## config.mk

```make
export PLATFORM = sky130hd
export DESIGN_NAME = fp_to_fixed_pipe
export DESIGN_NICKNAME = d
export VERILOG_FILES = /design/src/rtl/fx_fp_pkg.sv /design/src/rtl/fx_round_shift.sv /design/src/rtl/fp_to_fixed_pipe.sv
export SDC_FILE = /design/constraint.sdc
export NUM_CORES = 1
export LEC_CHECK = 0
export CAP_MARGIN = 20
export CORE_UTILIZATION = 32
export CTS_CLUSTER_SIZE = 12
export DETAILED_ROUTE_END_ITERATION = 8
export GPL_TIMING_DRIVEN = 0
export SLEW_MARGIN = 20
export SYNTH_ARGS = -nofsm -noshare
export SYNTH_HDL_FRONTEND = slang
export SYNTH_HIERARCHICAL = 1
export SYNTH_SLANG_ARGS = --single-unit
```

## constraint.sdc

```tcl
create_clock -name clk -period 5.8 [get_ports clk]
set_input_delay 1.16 -clock clk [delete_from_list [all_inputs] [get_ports clk]]
set_output_delay 1.16 -clock clk [all_outputs]
set_load 0.02 [all_outputs]
```

## src/rtl/fx_fp_pkg.sv

```systemverilog
// rtl/fx_fp_pkg.sv - shared fp32 field layout, status bit indices and stage types
package fx_fp_pkg;

    // fp32 field layout
    localparam int FP_W        = 32;
    localparam int FP_FRAC_W   = 23;
    localparam int FP_EXP_W    = 8;
    localparam int FP_MANT_W   = FP_FRAC_W + 1;
    localparam int FP_FRAC_LSB = 0;
    localparam int FP_EXP_LSB  = FP_FRAC_W;
    localparam int FP_SIGN_BIT = FP_W - 1;
    localparam int FP_BIAS     = 127;

    // all-ones exponent marks Inf/NaN
    localparam logic [FP_EXP_W-1:0] FP_EXP_SPECIAL = '1;

    // status vector bit positions, common to both conversion directions
    localparam int ST_W       = 4;
    localparam int ST_INVALID = 3;
    localparam int ST_INF     = 2;
    localparam int ST_OVF     = 1;
    localparam int ST_INEXACT = 0;

    // signed shift-amount width; covers every exponent for any sane FRAC_BITS
    localparam int SH_W = 10;

    typedef enum logic [1:0] {
        CLS_ZERO = 2'd0,
        CLS_NUM  = 2'd1,
        CLS_INF  = 2'd2,
        CLS_NAN  = 2'd3
    } fp_class_e;

    // unpacked operand as held in the first pipeline stage
    typedef struct packed {
        logic                 sign;
        logic [FP_EXP_W-1:0]  exp;
        logic [FP_MANT_W-1:0] mant;
        fp_class_e            cls;
        logic                 inexact;
    } s1_payload_t;

endpackage

```

## src/rtl/fx_round_shift.sv

```systemverilog
// rtl/fx_round_shift.sv - signed-amount barrel shift with round-to-nearest-even
module fx_round_shift
    import fx_fp_pkg::*;
#(
    parameter int OUT_W = 32
) (
    input  logic [FP_MANT_W-1:0]   mant,
    input  logic signed [SH_W-1:0] sh,
    output logic [OUT_W:0]         mag,
    output logic                   inexact,
    output logic                   ovf
);

    localparam int MAG_W = OUT_W + 1;
    // largest left shift that keeps the mantissa inside OUT_W bits
    localparam logic signed [SH_W-1:0] LSH_MAX = SH_W'(OUT_W - FP_MANT_W);
    // right shifts from here on leave neither kept bits nor a guard bit
    localparam logic [SH_W-1:0] RSH_ZERO = SH_W'(FP_MANT_W + 1);

    logic [MAG_W-1:0]       mant_ext;
    logic [SH_W-1:0]        rsh;
    logic [2*FP_MANT_W-1:0] wide;
    logic [FP_MANT_W-1:0]   kept;
    logic                   guard;
    logic                   sticky;
    logic                   round_up;

    // positive amounts shift left and flag overflow; negative amounts shift right and round RNE
    always_comb begin
        mant_ext = MAG_W'(mant);
        rsh      = SH_W'(-sh);
        wide     = '0;
        kept     = '0;
        guard    = 1'b0;
        sticky   = 1'b0;
        round_up = 1'b0;
        mag      = '0;
        inexact  = 1'b0;
        ovf      = 1'b0;
        if (!sh[SH_W-1]) begin
            if (sh > LSH_MAX) begin
                ovf = 1'b1;
            end else begin
                mag = mant_ext << sh;
            end
        end else if (rsh >= RSH_ZERO) begin
            inexact = |mant;
        end else begin
            // lower half of the wide word collects the discarded bits
            wide     = {mant, {FP_MANT_W{1'b0}}} >> rsh;
            kept     = wide[2*FP_MANT_W-1:FP_MANT_W];
            guard    = wide[FP_MANT_W-1];
            sticky   = |wide[FP_MANT_W-2:0];
            inexact  = guard | sticky;
            round_up = guard & (sticky | kept[0]);
            // the extra magnitude bit absorbs a rounding carry-out
            mag      = MAG_W'(kept) + MAG_W'(round_up);
        end
    end

endmodule

```

## src/rtl/fp_to_fixed_pipe.sv

```systemverilog
// rtl/fp_to_fixed_pipe.sv - 3-stage fp32 to signed fixed-point converter with valid/ready
module fp_to_fixed_pipe
    import fx_fp_pkg::*;
#(
    parameter int OUT_W     = 32,
    parameter int FRAC_BITS = 16
) (
    input  logic             clk,
    input  logic             reset_n,
    input  logic             in_valid,
    output logic             in_ready,
    input  logic [FP_W-1:0]  a,
    output logic             out_valid,
    input  logic             out_ready,
    output logic [OUT_W-1:0] z,
    output logic [ST_W-1:0]  status
);

    // shift that turns the integer mantissa into an LSB-aligned fixed-point magnitude
    localparam logic signed [SH_W-1:0] SH_OFS = SH_W'(FRAC_BITS - FP_FRAC_W - FP_BIAS);

    localparam logic [OUT_W:0]   POS_LIMIT = {2'b00, {(OUT_W-1){1'b1}}};
    localparam logic [OUT_W:0]   NEG_LIMIT = {2'b01, {(OUT_W-1){1'b0}}};
    localparam logic [OUT_W-1:0] Z_MAX_POS = {1'b0, {(OUT_W-1){1'b1}}};
    localparam logic [OUT_W-1:0] Z_MIN_NEG = {1'b1, {(OUT_W-1){1'b0}}};

    logic adv;

    // stage 1: unpacked operand
    logic        s1_valid_q, s1_valid_d;
    s1_payload_t s1_q, s1_d;

    // stage 2: aligned and rounded magnitude
    logic          s2_valid_q, s2_valid_d;
    logic          s2_sign_q, s2_sign_d;
    fp_class_e     s2_cls_q, s2_cls_d;
    logic [OUT_W:0] s2_mag_q, s2_mag_d;
    logic          s2_inexact_q, s2_inexact_d;
    logic          s2_ovf_q, s2_ovf_d;

    // stage 3: output register
    logic             out_valid_q, out_valid_d;
    logic [OUT_W-1:0] z_q, z_d;
    logic [ST_W-1:0]  status_q, status_d;

    // shifter interface
    logic signed [SH_W-1:0] s2_sh;
    logic [OUT_W:0]         rs_mag;
    logic                   rs_inexact;
    logic                   rs_ovf;

    logic [FP_EXP_W-1:0]  in_exp;
    logic [FP_FRAC_W-1:0] in_frac;

    // one enable for the whole pipe: move whenever the output slot is free or draining
    assign adv       = !out_valid_q || out_ready;
    assign in_ready  = adv;
    assign out_valid = out_valid_q;
    assign z         = z_q;
    assign status    = status_q;

    assign in_exp  = a[FP_EXP_LSB +: FP_EXP_W];
    assign in_frac = a[FP_FRAC_LSB +: FP_FRAC_W];

    // stage 1: split fields and classify zero/denormal, Inf, NaN, finite
    always_comb begin
        s1_valid_d = s1_valid_q;
        s1_d       = s1_q;
        if (adv) begin
            s1_valid_d   = in_valid;
            s1_d.sign    = a[FP_SIGN_BIT];
            s1_d.exp     = in_exp;
            s1_d.mant    = {1'b1, in_frac};
            s1_d.inexact = 1'b0;
            if (in_exp == '0) begin
                // denormals flush to zero; only a nonzero fraction loses value
                s1_d.cls     = CLS_ZERO;
                s1_d.inexact = |in_frac;
            end else if (in_exp == FP_EXP_SPECIAL) begin
                s1_d.cls = (|in_frac) ? CLS_NAN : CLS_INF;
            end else begin
                s1_d.cls = CLS_NUM;
            end
        end
    end

    assign s2_sh = $signed({{(SH_W-FP_EXP_W){1'b0}}, s1_q.exp}) + SH_OFS;

    fx_round_shift #(
        .OUT_W (OUT_W)
    ) u_round_shift (
        .mant    (s1_q.mant),
        .sh      (s2_sh),
        .mag     (rs_mag),
        .inexact (rs_inexact),
        .ovf     (rs_ovf)
    );

    // stage 2: take the shifter result for finite operands, pass classes through
    always_comb begin
        s2_valid_d   = s2_valid_q;
        s2_sign_d    = s2_sign_q;
        s2_cls_d     = s2_cls_q;
        s2_mag_d     = s2_mag_q;
        s2_inexact_d = s2_inexact_q;
        s2_ovf_d     = s2_ovf_q;
        if (adv) begin
            s2_valid_d = s1_valid_q;
            s2_sign_d  = s1_q.sign;
            s2_cls_d   = s1_q.cls;
            if (s1_q.cls == CLS_NUM) begin
                s2_mag_d     = rs_mag;
                s2_inexact_d = rs_inexact;
                s2_ovf_d     = rs_ovf;
            end else begin
                s2_mag_d     = '0;
                s2_inexact_d = s1_q.inexact;
                s2_ovf_d     = 1'b0;
            end
        end
    end

    // stage 3: apply sign, saturate against the asymmetric two's-complement range, set flags
    always_comb begin
        out_valid_d = out_valid_q;
        z_d         = z_q;
        status_d    = status_q;
        if (adv) begin
            out_valid_d = s2_valid_q;
            z_d         = '0;
            status_d    = '0;
            case (s2_cls_q)
                CLS_NAN: begin
                    z_d                 = Z_MAX_POS;
                    status_d[ST_INVALID] = 1'b1;
                end
                CLS_INF: begin
                    z_d             = s2_sign_q ? Z_MIN_NEG : Z_MAX_POS;
                    status_d[ST_INF] = 1'b1;
                end
                CLS_ZERO: begin
                    status_d[ST_INEXACT] = s2_inexact_q;
                end
                default: begin
                    if (s2_ovf_q ||
                        (!s2_sign_q && (s2_mag_q > POS_LIMIT)) ||
                        ( s2_sign_q && (s2_mag_q > NEG_LIMIT))) begin
                        z_d             = s2_sign_q ? Z_MIN_NEG : Z_MAX_POS;
                        status_d[ST_OVF] = 1'b1;
                    end else begin
                        z_d                  = s2_sign_q ? OUT_W'(-s2_mag_q) : s2_mag_q[OUT_W-1:0];
                        status_d[ST_INEXACT] = s2_inexact_q;
                    end
                end
            endcase
        end
    end

    // pipeline registers; reset discards everything in flight
    always_ff @(posedge clk or negedge reset_n) begin
        if (!reset_n) begin
            s1_valid_q   <= 1'b0;
            s1_q         <= '0;
            s2_valid_q   <= 1'b0;
            s2_sign_q    <= 1'b0;
            s2_cls_q     <= CLS_ZERO;
            s2_mag_q     <= '0;
            s2_inexact_q <= 1'b0;
            s2_ovf_q     <= 1'b0;
            out_valid_q  <= 1'b0;
            z_q          <= '0;
            status_q     <= '0;
        end else begin
            s1_valid_q   <= s1_valid_d;
            s1_q         <= s1_d;
            s2_valid_q   <= s2_valid_d;
            s2_sign_q    <= s2_sign_d;
            s2_cls_q     <= s2_cls_d;
            s2_mag_q     <= s2_mag_d;
            s2_inexact_q <= s2_inexact_d;
            s2_ovf_q     <= s2_ovf_d;
            out_valid_q  <= out_valid_d;
            z_q          <= z_d;
            status_q     <= status_d;
        end
    end

endmodule

```

# ---- Word-level counts from Yosys, hierarchy flattened
# Cells that the tools add are included.
dict set report word_totals {
  ff_bits 113
  output_inout_bits 38
}
dict set report classes {
  n_addsub 4
  magnitude_cmp 4
  n_eq_ne 4
  shift 2
  muxes 24
  bitwise_logic 3
  reduce_logical 14
}
# op n
set op_table {}
lappend op_table {{33-bit two-way mux} 4}
lappend op_table {{32-bit two-way mux} 3}
lappend op_table {{32-bit case mux with 3 select lines} 1}
lappend op_table {{48-bit by 10-bit >> shifter with 48-bit output} 1}
lappend op_table {{23-bit OR reduction} 2}
lappend op_table {{33-bit by 31-bit greater-than comparator with 1-bit output (second input constant)} 1}
lappend op_table {{33-bit by 32-bit greater-than comparator with 1-bit output (second input constant)} 1}
lappend op_table {{24-bit by 10-bit << shifter with 33-bit output} 1}
lappend op_table {{32-bit negator} 1}
lappend op_table {{24-bit by 1-bit adder with 25-bit output} 1}
lappend op_table {{24-bit OR reduction} 1}
lappend op_table {{1-bit two-way mux} 13}
lappend op_table {{9-bit by 9-bit adder with 10-bit output (second input constant)} 1}
lappend op_table {{10-bit by 5-bit greater-or-equal comparator with 1-bit output (second input constant)} 1}
lappend op_table {{10-bit by 5-bit greater-than comparator with 1-bit output (second input constant)} 1}
lappend op_table {{10-bit negator} 1}
lappend op_table {{8-bit equality test (second input constant)} 1}
lappend op_table {{8-bit logical NOT} 1}
lappend op_table {{2-bit equality test (second input constant)} 2}
lappend op_table {{2-bit two-way mux} 2}
lappend op_table {{1-bit logical OR} 3}
lappend op_table {{3-bit OR reduction} 1}
lappend op_table {{2-bit by 1-bit equality test with 1-bit output (second input constant)} 1}
lappend op_table {{1-bit logical AND} 2}
lappend op_table {{6 further kinds} 8}

# ---- Logic depth before layout (Yosys ltp)
dict set report depth {
  ltp_word 10
  ltp_mapped 21
  ltp_nobuf 18
}

# ---- Modules after synthesis
# The synthesis kept the hierarchy.
# module n_inst cells_each area_per_inst_um2 seq_area_each_um2
set by_module_without_submodules {}
lappend by_module_without_submodules {fp_to_fixed_pipe 1 608 5689.2 2827.7}
lappend by_module_without_submodules {fx_round_shift 1 717 4595.7 0.0}

# ---- Least setup slack after synthesis
# Ideal clock, no wire load.
dict set report synth_path {
  kind {reg2reg}
  from {reg s1_q[28] in the netlist's numbering}
  to {reg s2_mag_q[12]}
  setup_ns 0.121
  arrival_ns 4.973
  setup_slack_ns 0.706
  stages_incl_launch_ff 20
  path_buffers 3
  period_less_slack_ns 5.094
  path_cell_list {dfrtp_1 -> inv_1 -> clkbuf_1 -> buf_1 -> inv_1 -> ha_1 -> xor2_1 -> buf_4 -> mux2i_1 -> nand2_1 -> a2111oi_0 -> a211o_2 -> ha_1 -> nand2_1 -> nor4b_4 -> and2_1 -> nand3_1 -> xnor2_1 -> o22ai_1 -> a22o_1}
}
dict set report synth_between {
  elab_chain_cells 10
}
# element line_no
set synth_lines {}
lappend synth_lines {{start, declared} fp_to_fixed_pipe.sv:31} ;# s1_payload_t s1_q, s1_d;
lappend synth_lines {{start signal, assigned} fp_to_fixed_pipe.sv:163} ;# s1_q <= '0;
lappend synth_lines {{start signal, assigned} fp_to_fixed_pipe.sv:175} ;# s1_q <= s1_d;
lappend synth_lines {{9-bit by 9-bit adder with 10-bit output (*)} fp_to_fixed_pipe.sv:87} ;# assign s2_sh = $signed({{(SH_W-FP_EXP_W){1'b0}}, s1_q.exp}) + SH_OFS;
lappend synth_lines {{named net s2_sh[1]} fp_to_fixed_pipe.sv:47} ;# logic signed [SH_W-1:0] s2_sh;
lappend synth_lines {{10-bit negator} fx_round_shift.sv:31} ;# rsh = SH_W'(-sh);
lappend synth_lines {{48-bit by 10-bit >> shifter with 48-bit output} fx_round_shift.sv:50} ;# wide = {mant, {FP_MANT_W{1'b0}}} >> rsh;
lappend synth_lines {{23-bit OR reduction} fx_round_shift.sv:53} ;# sticky = |wide[FP_MANT_W-2:0];
lappend synth_lines {{1-bit bitwise OR} fx_round_shift.sv:55} ;# round_up = guard & (sticky | kept[0]);
lappend synth_lines {{1-bit bitwise AND} fx_round_shift.sv:55}
lappend synth_lines {{24-bit by 1-bit adder with 25-bit output} fx_round_shift.sv:57} ;# mag = MAG_W'(kept) + MAG_W'(round_up);
lappend synth_lines {{33-bit two-way mux} fx_round_shift.sv:46} ;# end else if (rsh >= RSH_ZERO) begin
lappend synth_lines {{33-bit two-way mux (*)} fx_round_shift.sv:40} ;# if (!sh[SH_W-1]) begin
lappend synth_lines {{named net rs_mag[12]} fp_to_fixed_pipe.sv:48} ;# logic [OUT_W:0] rs_mag;
lappend synth_lines {{33-bit two-way mux (*)} fp_to_fixed_pipe.sv:111} ;# if (s1_q.cls == CLS_NUM) begin
lappend synth_lines {{end signal, assigned} fp_to_fixed_pipe.sv:179} ;# s2_mag_q <= s2_mag_d;
lappend synth_lines {{end, declared} fp_to_fixed_pipe.sv:37} ;# logic [OUT_W:0] s2_mag_q, s2_mag_d;
# The timed path passes the listed nets; every way through them passes the cells marked *.
# A chain may end at the register's enable or synchronous reset.

# ---- Worst setup path in the final report
dict set report layout_path {
  from {reg s1_q[28] in the netlist's numbering}
  to {reg s2_mag_q[18]}
}
# Same word-level chain as after synthesis.

==> reports/results.tsv <==
stage	metric	value	unit
outcome	outcome	finished clean	
sta	worst clock skew	8.14	ps
power	peak supply drop	0.226	mV
sta	Max-slew headroom	36.0	%
setup_path	Worst Reg-to-Reg Cells	19	
synth	ys async rst share	100	%
synth	Synth Cell Area	0.0103	mm2
placement	IO buf count	73	
floorplan	die height	181	um
global_routing	antenna violations before repair	0	
synth	post-synthesis cell count	1325	
global_routing	vias in the first global route	10700	
route	vias	11200	
power	switching share of power	51.0	%
synth	Post-synth EDFFs	0	
sta	Pins Over Slew Limit	0	
setup_path	worst path bufs/invs	4	
power	clock power share	17.6	%
synth	ranking of synthesized cells by area	dfrtp_1 27%, nand2_1 8.0%, mux2i_1 5.2%, nor2_1 4.1%, o21ai_0 4.0%	
route	via/cell ratio	6.11	
global_routing	total track usage	25.0	%
synth	Synth cell types	91	
sta	fmax	0.179	GHz
floorplan	Rows	65	
cells_and_area	Area Overhead vs Synth	18.7	%
synth	Avg Cell Area, Syn	7.76	um2
global_routing	global-route wire length before repair	63.7	mm
sta	Hold Fails Final Rpt	0	
run	Max-Cap Viols	0	
sta	crit path time final	5600	ps
route	Antenna Nets Post-Route	0	
cts	TritonCTS clock tree	built	
synth	yosys warns	6	
placement	DP Wirelength	32.1	mm
sta	RSZ-0062 raised after global routing	yes	
cts	Max clock buf depth	2	
power	leak pwr	4.85	nW
setup_path	R2R setup slack	200	ps
cts	root buffer cell	clkbuf_16	
global_routing	largest net degree at the start of global routing	77	
sta	TNS Setup	0	ps
cts	Clock Latency Late Sink	430	ps
setup_path	Stages on worst setup path	19	
setup_path	crit-path max cell delay	670	ps
cts	clock transition at the registers of the reported paths	60	ps
cts	CTS Buf Count	17	
synth	Most used DFF post-synth	dfrtp_1	
power	Reg power frac	19.8	%
synth	largest area contributor in the netlist	dfrtp_1	
cts	hold_buf cts	0	
cells_and_area	commonest non-fill, non-tap cells in the layout	218 x nand2_1, 113 x dfrtp_1, 111 x nor2_1	
placement	Placed Area	0.0115	mm2
setup_path	RR Startpoint	s1_q[28]	
cts	clk sinks	113	
cells_and_area	nets	1459	
cts	H-tree levels	4	
route	Post-Route WL	41.2	mm
synth	#FFs+latches synth	113	
setup_path	crit-path max FO	19	
setup_path	Worst setup endpoint	s2_mag_q[18]	
floorplan	chip width	181	um
setup_path	CP Launch Type	register	
global_routing	gr ovfl total	0	
sta	Worst-Margin Slew	955	ps
placement	GP Congestion	0.998	
setup_path	CP Class	register to register	
setup_path	CP startpoint	s1_q[28]	
floorplan	Die Area	0.0329	mm2
cells_and_area	design area	0.0122	mm2
setup_path	FF-to-FF End	s2_mag_q[18]	
sta	final period utilization	96.6	%
route	DRT Pass-1 Iters	7	
cells_and_area	share of cells above drive strength 1	10.3	%
route	Starting DRT DRC Count	985	
route	Post-route DRC	0	
sta	Final setup viols	0	
setup_path	critical path cell sequence	inv_1, clkbuf_4, clkinvlp_4, ha_2, xor2_4, buf_4, mux2i_1, mux2i_1, nor2_1, a221oi_1, nor2_1, ha_1, nand2_1, nor4b_4, and2_1, nand4_1, xor2_1, o21ai_1, a22o_1	
floorplan	Ports	74	
cells_and_area	commonest non-fill, non-tap cell in the layout	nand2_1	
setup_path	critical path arrival	5920	ps
floorplan	Initial Util	32.6	%
synth	register area share after synthesis	27.5	%
cells_and_area	n_diodes	0	
route	DR WL/cell	22.5	um
power	internal power	2.91	mW
setup_path	CP required	6120	ps
power	Comb power frac	62.7	%
synth	synthesized netlist net count	1367	
power	PwrDens	487	mW/mm2
power	total net switching power	3.03	mW
setup_path	CP max stage cell	a221oi_1	
floorplan	Core Area	0.0316	mm2
setup_path	critical path's top delay family	buffers and inverters	
min_path	Hold WC Path Type	register to register	
setup_path	element type at the critical path end	register	
synth	Yosys top cell area share	27.5	%
==> Yosys cell counts, types with 9 or more instances <==
library cell,n
mux4_2,12
mux2i_1,53
nor3_1,61
or3_1,14
xor2_1,15
xnor2_1,28
a21oi_1,63
a31oi_1,22
a211oi_1,16
nand2_1,218
o21ai_0,83
o22ai_1,17
clkbuf_1,63
nand3_1,59
nor4_1,33
nand4_1,23
a21o_1,9
inv_1,15
o31ai_1,11
dfrtp_1,113
buf_2,9
nor2_1,111
mux2_2,22
nand2b_1,12
buf_1,18
a22o_1,35
nor3b_1,10
o211ai_1,9
==> logic make-up after synthesis <==
logic type | share of synthesized area (%)
buffers and inverters | 5.38
XOR/XNOR | 3.66
adder cells (fa/ha/maj) | 0.730
multiplexers | 10.2
AND/OR/NAND/NOR | 30.3
AO/OA/AOI/OAI | 22.3
flip-flops | 27.5
==> layer usage <==
metal  wire length (um)  track usage, %  vias up  part of all wire (%)
met1              17600            32.3     5422                    43
met5                  0               0        -                     0
met4               1810            11.9        0                   4.4
li1                   -               -     5130                     -
met2              19300            40.9      546                    47
met3               2550            3.83      103                   6.2
==> power groups by stage <==
stage	clock [mW]	combinational [mW]	sequential [mW]
6_report	1.04	3.72	1.17
3_3_place_gp	0	3.60	1.18
2_1_floorplan	0	2.26	1.25
4_1_cts	1.06	3.60	1.17
5_1_grt	1.10	3.95	1.19
3_5_place_dp	0	3.58	1.18
==> worst register-to-register path, cell delays in order, from the launching register on <==
cell and delay (ps):
dfrtp_1 400, inv_1 270, clkbuf_4 410, clkinvlp_4 300, ha_2 340, xor2_4 390
buf_4 300, mux2i_1 150, mux2i_1 590, nor2_1 90, a221oi_1 670, nor2_1 90
ha_1 250, nand2_1 120, nor4b_4 80, and2_1 270, nand4_1 120, xor2_1 330
o21ai_1 110, a22o_1 200
==> final cells by class <==
type / instances / area [um2]
repair buffers: 75 / 767
well taps: 402 / 503
inverters: 16 / 63.8
clock inverters: 13 / 136
flip-flops and latches: 113 / 2830
fillers: 3349 / 19400
clock buffers: 19 / 453
multi-input cells: 1091 / 6960
plain buffers: 103 / 495
==> per-stage QoR <==
| stage | total power [mW] | utilization [%] | hold WS, ps | setup slack, ps | instances |
|---|---|---|---|---|---|
| floorplan | 3.51 | - | 430 | 706 | 1325 |
| global placement | 4.77 | 36.5 | 444 | -916 | 1800 |
| detailed placement | 4.76 | 36.6 | 448 | -846 | 1801 |
| CTS | 5.83 | 38.5 | 460 | 44.5 | 1832 |
| global route | 6.25 | 38.7 | 485 | -25.0 | 1832 |
| finish | 5.94 | 38.7 | 455 | 198 | 1832 |
==> state kept, by name, indices dropped and copies added, names as in the netlist <==
signal and cells:
s1_q 36, s2_mag_q 33, z 32, status 4
s2_cls_q 2, out_valid 1, s1_valid_q 1, s2_inexact_q 1
s2_ovf_q 1, s2_sign_q 1, s2_valid_q 1
==> worst min path at each step <==
stage                from    endpoint  cells past startpoint
2_1_floorplan  s2_valid_q  s2_valid_q                      2
3_3_place_gp   s2_valid_q   out_valid                      1
3_5_place_dp   s2_valid_q  s2_valid_q                      2
4_1_cts        s2_valid_q  s2_valid_q                      2
5_1_grt        s2_valid_q  s2_valid_q                      2
6_report       s2_valid_q  s2_valid_q                      2
==> timing repair <==
item	CTS	global route
pin swaps	0	1
setup buffers	0	1
cloned	0	0
setup endpoints to repair	26	16
resized for setup	6	13
Power figures use the tool's default switching activity.
